### src/rtl/vx_task_dispatcher_pkg.sv
// vx_task_dispatcher_pkg: shared payload, DCR address and FSM state definitions
package vx_task_dispatcher_pkg;
    localparam int TILE_W = 16;
    typedef struct packed {
        logic              last;
        logic [TILE_W-1:0] tile_y;
        logic [TILE_W-1:0] tile_x;
    } task_t;
    localparam int TASK_W = $bits(task_t);
    localparam logic [11:0] GRID_ADDR  = 12'h010;
    localparam logic [11:0] START_ADDR = 12'h011;
    typedef enum logic [1:0] {S_IDLE, S_ISSUE, S_DONE} state_t;
endpackage

### src/rtl/vx_tile_walker.sv
// vx_tile_walker: raster-order tile coordinate counters advanced on each accepted task
module vx_tile_walker #(
    parameter int TILE_BITS = 16
) (
    input  logic                 clk,
    input  logic                 reset,
    input  logic                 init,
    input  logic                 adv,
    input  logic [TILE_BITS-1:0] cols,
    input  logic [TILE_BITS-1:0] rows,
    output logic [TILE_BITS-1:0] x,
    output logic [TILE_BITS-1:0] y,
    output logic                 last
);
    logic wrap;
    always_comb begin
        wrap = x == cols - TILE_BITS'(1);
        last = wrap && y == rows - TILE_BITS'(1);
    end
    always_ff @(posedge clk) begin
        if (reset || init) begin
            x <= '0;
            y <= '0;
        end else if (adv) begin
            x <= wrap ? '0 : x + TILE_BITS'(1);
            y <= wrap ? y + TILE_BITS'(1) : y;
        end
    end
endmodule

### src/rtl/vx_task_dispatcher.sv
// vx_task_dispatcher: DCR-started raster tile task issuer dealing clusters round-robin
module vx_task_dispatcher
    import vx_task_dispatcher_pkg::*;
#(
    parameter int          NUM_CLUSTERS   = 4,
    parameter int          TILE_BITS      = TILE_W,
    parameter logic [11:0] DCR_GRID_ADDR  = GRID_ADDR,
    parameter logic [11:0] DCR_START_ADDR = START_ADDR
) (
    input  logic                     clk,
    input  logic                     reset,
    input  logic                     dcr_write_valid,
    input  logic [11:0]              dcr_write_addr,
    input  logic [31:0]              dcr_write_data,
    output logic [NUM_CLUSTERS-1:0]  task_valid,
    output logic [2*TILE_BITS:0]     task_data,
    input  logic [NUM_CLUSTERS-1:0]  task_ready,
    output logic                     busy,
    output logic                     done,
    output logic [31:0]              task_count
);
    localparam int RRW = NUM_CLUSTERS > 1 ? $clog2(NUM_CLUSTERS) : 1;
    state_t state, state_n;
    logic [TILE_BITS-1:0] cols, rows, x, y;
    logic [RRW-1:0] rr;
    logic last, zero_done, grid_wr, start_wr, zero, hs, init;
    // DCR writes only take effect while idle
    always_comb begin
        grid_wr    = dcr_write_valid && dcr_write_addr == DCR_GRID_ADDR && state == S_IDLE;
        start_wr   = dcr_write_valid && dcr_write_addr == DCR_START_ADDR && state == S_IDLE;
        zero       = cols == '0 || rows == '0;
        init       = start_wr && !zero;
        hs         = state == S_ISSUE && task_ready[rr];
        state_n    = state == S_IDLE  ? (init ? S_ISSUE : S_IDLE) :
                     state == S_ISSUE ? (hs && last ? S_DONE : S_ISSUE) : S_IDLE;
        task_valid = state == S_ISSUE ? NUM_CLUSTERS'(1) << rr : '0;
        busy       = state != S_IDLE;
        done       = state == S_DONE || zero_done;
        task_data  = {last, y, x};
    end
    always_ff @(posedge clk) begin
        if (reset) state <= S_IDLE;
        else       state <= state_n;
    end
    always_ff @(posedge clk) begin
        if (reset) begin
            cols       <= '0;
            rows       <= '0;
            rr         <= '0;
            zero_done  <= 1'b0;
            task_count <= '0;
        end else begin
            zero_done <= start_wr && zero;
            if (grid_wr) begin
                cols <= dcr_write_data[TILE_BITS-1:0];
                rows <= dcr_write_data[16 +: TILE_BITS];
            end
            if (start_wr)  task_count <= '0;
            else if (hs)   task_count <= task_count + 32'd1;
            if (init)      rr <= '0;
            else if (hs)   rr <= rr == RRW'(NUM_CLUSTERS - 1) ? '0 : rr + RRW'(1);
        end
    end
    vx_tile_walker #(.TILE_BITS(TILE_BITS)) u_walker (
        .clk   (clk),
        .reset (reset),
        .init  (init),
        .adv   (hs),
        .cols  (cols),
        .rows  (rows),
        .x     (x),
        .y     (y),
        .last  (last)
    );
endmodule

### config.mk
export PLATFORM = sky130hd
export DESIGN_NAME = vx_task_dispatcher
export DESIGN_NICKNAME = d
export VERILOG_FILES = /design/src/rtl/vx_task_dispatcher_pkg.sv /design/src/rtl/vx_tile_walker.sv /design/src/rtl/vx_task_dispatcher.sv
export SDC_FILE = /design/constraint.sdc
export NUM_CORES = 1
export LEC_CHECK = 0
export BUFFER_PORTS_ARGS = -buffer_cell sky130_fd_sc_hd__buf_4
export CAP_MARGIN = 5
export CORE_AREA = 2 2 115 89
export DETAILED_ROUTE_END_ITERATION = 8
export DIE_AREA = 0 0 117 91
export PLACE_DENSITY_LB_ADDON = 0.2
export SYNTH_ARGS = -nofsm -noshare
export SYNTH_HDL_FRONTEND = slang
export SYNTH_SLANG_ARGS = --single-unit
### constraint.sdc
create_clock -name clk -period 7.4 [get_ports clk]
set_input_delay 0.37 -clock clk [delete_from_list [all_inputs] [get_ports clk]]
set_output_delay 0.37 -clock clk [all_outputs]
set_load 0.01 [all_outputs]
After elaboration in Yosys (flattened, before gate mapping)
Index checks and enable logic that the tools add are counted.
- register bits: 101
- input port bits: 51
- latch bits: 0
- logic and storage cells: 52
- memory bits (writable): 0
- ROM bits: 0
- memories kept: 0
- multiply operators: 0
- shifts and indexed selects: 1
- reductions and logical operators: 20
- bitwise operators: 0
- $lt $le $gt $ge: 1
- equality and inequality tests: 7
- multiplexer cells: 9
- $add $sub $neg: 6
- divide/modulo/power cells: 0
- operators with widths (kind ; number):
    adder 16 x 1 -> 16 bit, second input constant ; 2
    adder 32 x 1 -> 32 bit, second input constant ; 1
    == test 16 bit ; 2
    zero test 16 bit ; 2
    subtractor 16 x 1 -> 16 bit, second input constant ; 2
    == test 12 x 5 -> 1 bit, second input constant ; 2
    two-way mux 16 bit ; 1
    logical AND 1 bit ; 9
    two-way mux 2 bit ; 4
    == test 2 bit, second input constant ; 2
    two-way mux 4 bit ; 1
    OR reduction 2 bit ; 2
    left shift 1 x 2 -> 4 bit, first input constant ; 1
    logical OR 1 bit ; 3
    less-than comparator 2 x 3 -> 1 bit, second input constant ; 1
    adder 2 x 1 -> 2 bit, second input constant ; 1
    binary-select mux 1 bit (select 2 bit) ; 1
    == test 2 x 1 -> 1 bit, second input constant ; 1
    zero test 2 bit ; 1
    two-way mux 1 bit ; 2
    AND reduction 2 bit ; 1
    nonzero test 2 bit ; 1
    zero test 1 bit ; 1

Longest topological paths before layout
- depth after elaboration: 7
- gate-level depth with buffers: 11
- depth with buffers taken out: 9

By module
A second synthesis with hierarchy kept.
- cell total of the unflattened synthesis: 691
- area, all modules: 5566.6 um2
- by module, submodules not included (module ; sequential area each (um2) ; cells each ; times used ; area each (um2)):
    vx_task_dispatcher ; 1381.3 ; 371 ; 1 ; 3031.7
    vx_tile_walker ; 640.6 ; 320 ; 1 ; 2534.9

Worst setup path after synthesis
OpenSTA, ideal clock, no wires.
- kind: register to register
- from: reg cols[2]
- to: reg state[0]
- period minus slack after synthesis: 2.802 ns
- stages on the path, launching flop included: 9
- data arrival time: 2.683 ns
- setup slack: 4.598 ns
- cells stage by stage: dfxtp_1 -> buf_6 -> or4_1 -> buf_2 -> or4b_1 -> xnor2_1 -> or4_1 -> a2111o_1 -> o31a_1
- word-level cells in the longest chain between the ends: 7
- elaborated cells between the ends (all ways): 12
- those cells by class: add/sub (1); eq/ne (1); mux (4); reduce/logical (6)
- RTL lines (item ; line ; source):
    from (decl) ; vx_task_dispatcher.sv:24 ; logic [TILE_BITS-1:0] cols, rows, x, y;
    from (signal assigned) ; vx_task_dispatcher.sv:55 ; cols <= dcr_write_data[TILE_BITS-1:0];
    subtractor 16 x 1 -> 16 bit ; vx_tile_walker.sv:17 ; wrap = x == cols - TILE_BITS'(1);
    == test 16 bit ; vx_tile_walker.sv:17 ;
    logical AND 1 bit ; vx_tile_walker.sv:18 ; last = wrap && y == rows - TILE_BITS'(1);
    logical AND 1 bit ; vx_task_dispatcher.sv:35 ; state == S_ISSUE ? (hs && last ? S_DONE : S_ISSUE) : S_IDLE;
    two-way mux 2 bit (2 in series) ; vx_task_dispatcher.sv:35 ;
    two-way mux 2 bit (*) ; vx_task_dispatcher.sv:34 ; state_n = state == S_IDLE ? (init ? S_ISSUE : S_IDLE) :
    to (signal assigned) ; vx_task_dispatcher.sv:43 ; else state <= state_n;
    to (decl) ; vx_task_dispatcher.sv:23 ; state_t state, state_n;
Every way passes the cells marked *; elsewhere a longest branch is shown, timed or not.
A chain may end at the register's enable or synchronous reset.

Worst setup path after layout
- from: reg cols[0]
- to: reg u_walker.y[8]
- word-level cells in the longest chain between the ends: 5
- elaborated cells between the ends (all ways): 8
- those cells by class: add/sub (1); eq/ne (1); reduce/logical (6)
- RTL lines (item ; line ; source):
    branches (longest 5 deep; another with subtractor 16 x 1 -> 16 bit) ; -- ;
    to (signal assigned) ; vx_tile_walker.sv:26 ; y <= wrap ? y + TILE_BITS'(1) : y;
    to (decl) ; vx_tile_walker.sv:12 ; output logic [TILE_BITS-1:0] y,
Parallel ways; which one is timed is not known.

==> flow_metrics.env <==
export IMPL_antenna_cells=0
export IMPL_dp_hpwl_um=10600
export IMPL_synth_fa_ha_area_share_pct=2.03
export IMPL_yosysTopAreaCell="dfxtp_1"
export IMPL_viasPerCell=5.82
export IMPL_ctsResizeCount=0
export IMPL_vias=5376
export IMPL_drt_initial_drc_count=446
export IMPL_ys_seq_area_share_pct=36.5
export IMPL_async_reset_ff_share_pct=0
export IMPL_postCtsSetupRepairBufs=0
export IMPL_hold_viol_final=0
export IMPL_tns_ns=0
export IMPL_regToRegEndpoint="u_walker.y[8]"
export IMPL_setup_viol=0
export IMPL_pre_cts_slack_ns=3.47
export IMPL_reg2reg_from="cols[0]"
export IMPL_finalCriticalPeriod_ns=4.05
export IMPL_holdPathStages=3
export IMPL_grt_busiest_layer="met2"
export IMPL_grt_pass1_wl_um=23300
export IMPL_cp_start_kind="register"
export IMPL_synth_top_family_by_area="simple AND/OR/NAND/NOR gates"
export IMPL_hp_start="dcr_write_data[10]"
export IMPL_r2r_cells=9
export IMPL_crit_fanout=30
export IMPL_drc=0
export IMPL_die_area_um2=10600
export IMPL_synth_seq_cells=101
export IMPL_grt_max_degree=39
export IMPL_cts_max_level=3
export IMPL_hold_path_class="primary input to register"
export IMPL_cts_sinks=101
export IMPL_area_growth_pct=21.8
export IMPL_slew_headroom_pct=23.2
export IMPL_synthCells=693
export IMPL_place_congestion=0.915
export IMPL_slew_violations=0
export IMPL_synthFlopType="dfxtp_1"
export IMPL_dieHeight_um=91
export IMPL_synthTopCellsByArea="dfxtp_1 (36%), xor2_1 (7.9%), nand2_1 (7.0%), a21oi_1 (5.1%), xnor2_1 (4.9%)"
export IMPL_fin_nets=848
export IMPL_final_area_um2=6760
export IMPL_core_um2=9500
export IMPL_use_met1_pct=39.4
export IMPL_yosysTopAreaCellShare_pct=36.5
export IMPL_yosys_cell_types_count=69
export IMPL_crit_slowest_cell="nand4_1"
export IMPL_cts_made_buffers=9
export IMPL_crit_buf_inv=1
export IMPL_rsz0062_at_grt="false"
export IMPL_ir_worst_vdd_mv=0.177
export IMPL_synthTopCellsByCount="nand2_1 (104), dfxtp_1 (101), nor2_1 (70), a21oi_1 (56), xor2_1 (50)"
export IMPL_required_ns=7.67
export IMPL_synth_xor_area_share_pct=13.2
export IMPL_wl_per_cell_um=15.6
export IMPL_cellPowerDensity_nw_per_um2=156
export IMPL_cts_root_buf="clkbuf_16"
export IMPL_cp_slowest_stage_delay_ns=0.95
export IMPL_layout_setup_ws_ns=3.35
export IMPL_total_power_mw=1.05
export IMPL_p_leak_nw=2.63
export IMPL_cts_tree="yes"
export IMPL_cts_path_max_buffers=2
export IMPL_use_met2_pct=40.9
export IMPL_crit_family="simple AND/OR/NAND/NOR gates"
export IMPL_yosysWarnings=0
export IMPL_routed_wl_um=14400
export IMPL_postCtsHoldBufs=0
export IMPL_clkLatencyLatePin_ns=0.35
export IMPL_die_w_um=117
export IMPL_grt_ovfl_total=0
export IMPL_synth_area_um2=5550
export IMPL_min_to="cols[10]"
export IMPL_whs_ns=0.270
export IMPL_synthMuxAreaShare_pct=1.17
export IMPL_start_util_pct=58.4
export IMPL_ant_nets=0
export IMPL_grt_usage_pct=27.2
export IMPL_cp_arrival_ns=4.32
export IMPL_status="completed"
export IMPL_crit_type="register to register"
export IMPL_synth_enable_flop_cells=0
export IMPL_placed_area_um2=6460
export IMPL_syn_area_per_cell_um2=8.00
export IMPL_io_pins=122
export IMPL_crit_chain="inv_1 > ha_1 > nor3b_2 > and3_1 > o2111ai_1 > nor4_1 > nand4_1 > or4_1 > a21oi_1"
export IMPL_reg2reg_setup_slack_ns=3.35
export IMPL_row_count=31
export IMPL_yosysMostFrequentCell="nand2_1"
export IMPL_met3_usage_pct=4.81
export IMPL_firstDrtPassIters=5
export IMPL_layout_drive_gt1_share_pct=19.1
export IMPL_layout_worst_path_cycle_share_pct=54.8
export IMPL_grt_pass1_vias=4811
export IMPL_port_buffers=121
export IMPL_grt_antenna_before_repair=0
export IMPL_worst_pin_slew_ns=1.15
export IMPL_synth_simple_area_share_pct=30.6
export IMPL_path_clk_slew_ns=0.07
export IMPL_maxCapViolCount=0
export IMPL_fin_skew_ns=0.00813
export IMPL_synth_nets=753
export IMPL_crit_path_end_kind="register"
export IMPL_fmax_ghz=0.247
export IMPL_synth_compound_area_share_pct=12.3
-- metrics by stage --
step	cells	utilization (%)
after floorplan	693	-
after global placement	909	68.0
after detailed placement	909	68.0
after CTS	924	71.1
after global routing	924	71.1
final	924	71.1
-- layout by cell type (no fill, tap or decap), types with 3 or more instances in the layout --
cell       instances
a211oi_1           4
a21oi_1           56
a31oi_1            3
and2_1             5
and3_1             8
and4_1             7
buf_4            121
clkbuf_16          9
dfxtp_1          101
ha_1               9
inv_1             18
nand2_1          104
nand2b_1           5
nand3_1           30
nand4_1           24
nand4b_1           4
nor2_1            69
nor3_1            17
nor3b_1            3
nor4_1            13
nor4b_1            5
o21ai_0            5
o31a_1             3
o31ai_1           13
or2_2              5
or3_1              4
or4_1             16
xnor2_1           31
xor2_1            50
-- cell families (layout without fill, tap and decap cells) --
logic type / after synthesis / in the layout
fa+ha+maj: 9 / 9
buf+inv: 55 / 154
flops: 101 / 101
xor+xnor: 82 / 82
simple gates: 333 / 333
mux: 5 / 5
compound gates: 108 / 108
-- report_power, final --
group          switching [mW]  internal, mW  total [mW]
clock                   0.212         0.264       0.477
combinational          0.0132        0.0181      0.0313
sequential          0.0000301         0.543       0.543
-- flip-flops by register name (all words and copies together), names as in the netlist --
signal	count
rows	16
u_walker.y	16
u_walker.x	16
task_count	32
cols	16
state	2
zero_done	1
rr	2
-- worst max path at each step --
stage                    endpoint  slack (ns)  cells past startpoint  startpoint
finish              u_walker.y[8]        3.35                      9     cols[0]
global route        u_walker.y[8]        2.99                      9     cols[0]
CTS                 u_walker.y[8]        3.46                      9     cols[0]
detailed placement  u_walker.y[8]        3.47                      9     cols[0]
global placement    u_walker.y[6]        3.68                      9     cols[0]
floorplan                state[0]        4.60                      8     cols[2]
-- cell type report --
cell class              count  area [um2]
clock inverters             6        72.6
well taps                 132         165
repair buffers            121         908
fillers                   764        2750
flip-flops and latches    101        2020
multi-input cells         537        3300
clock buffers               9         225
inverters                  18        67.6
-- routing by layer --
metal | vias to the layer above | wire length, um
li1 | 2634 | -
met1 | 2496 | 6590
met2 | 226 | 6530
met3 | 20 | 1060
met4 | 0 | 211
met5 | - | 0
-- worst reg2reg max path, cell delays in order, from the launching register on --
cell	delay (ns)
dfxtp_1	0.37
inv_1	0.09
ha_1	0.24
nor3b_2	0.53
and3_1	0.27
o2111ai_1	0.16
nor4_1	0.34
nand4_1	0.95
or4_1	0.87
a21oi_1	0.18
No activity file was read; power rests on OpenSTA's default activity.
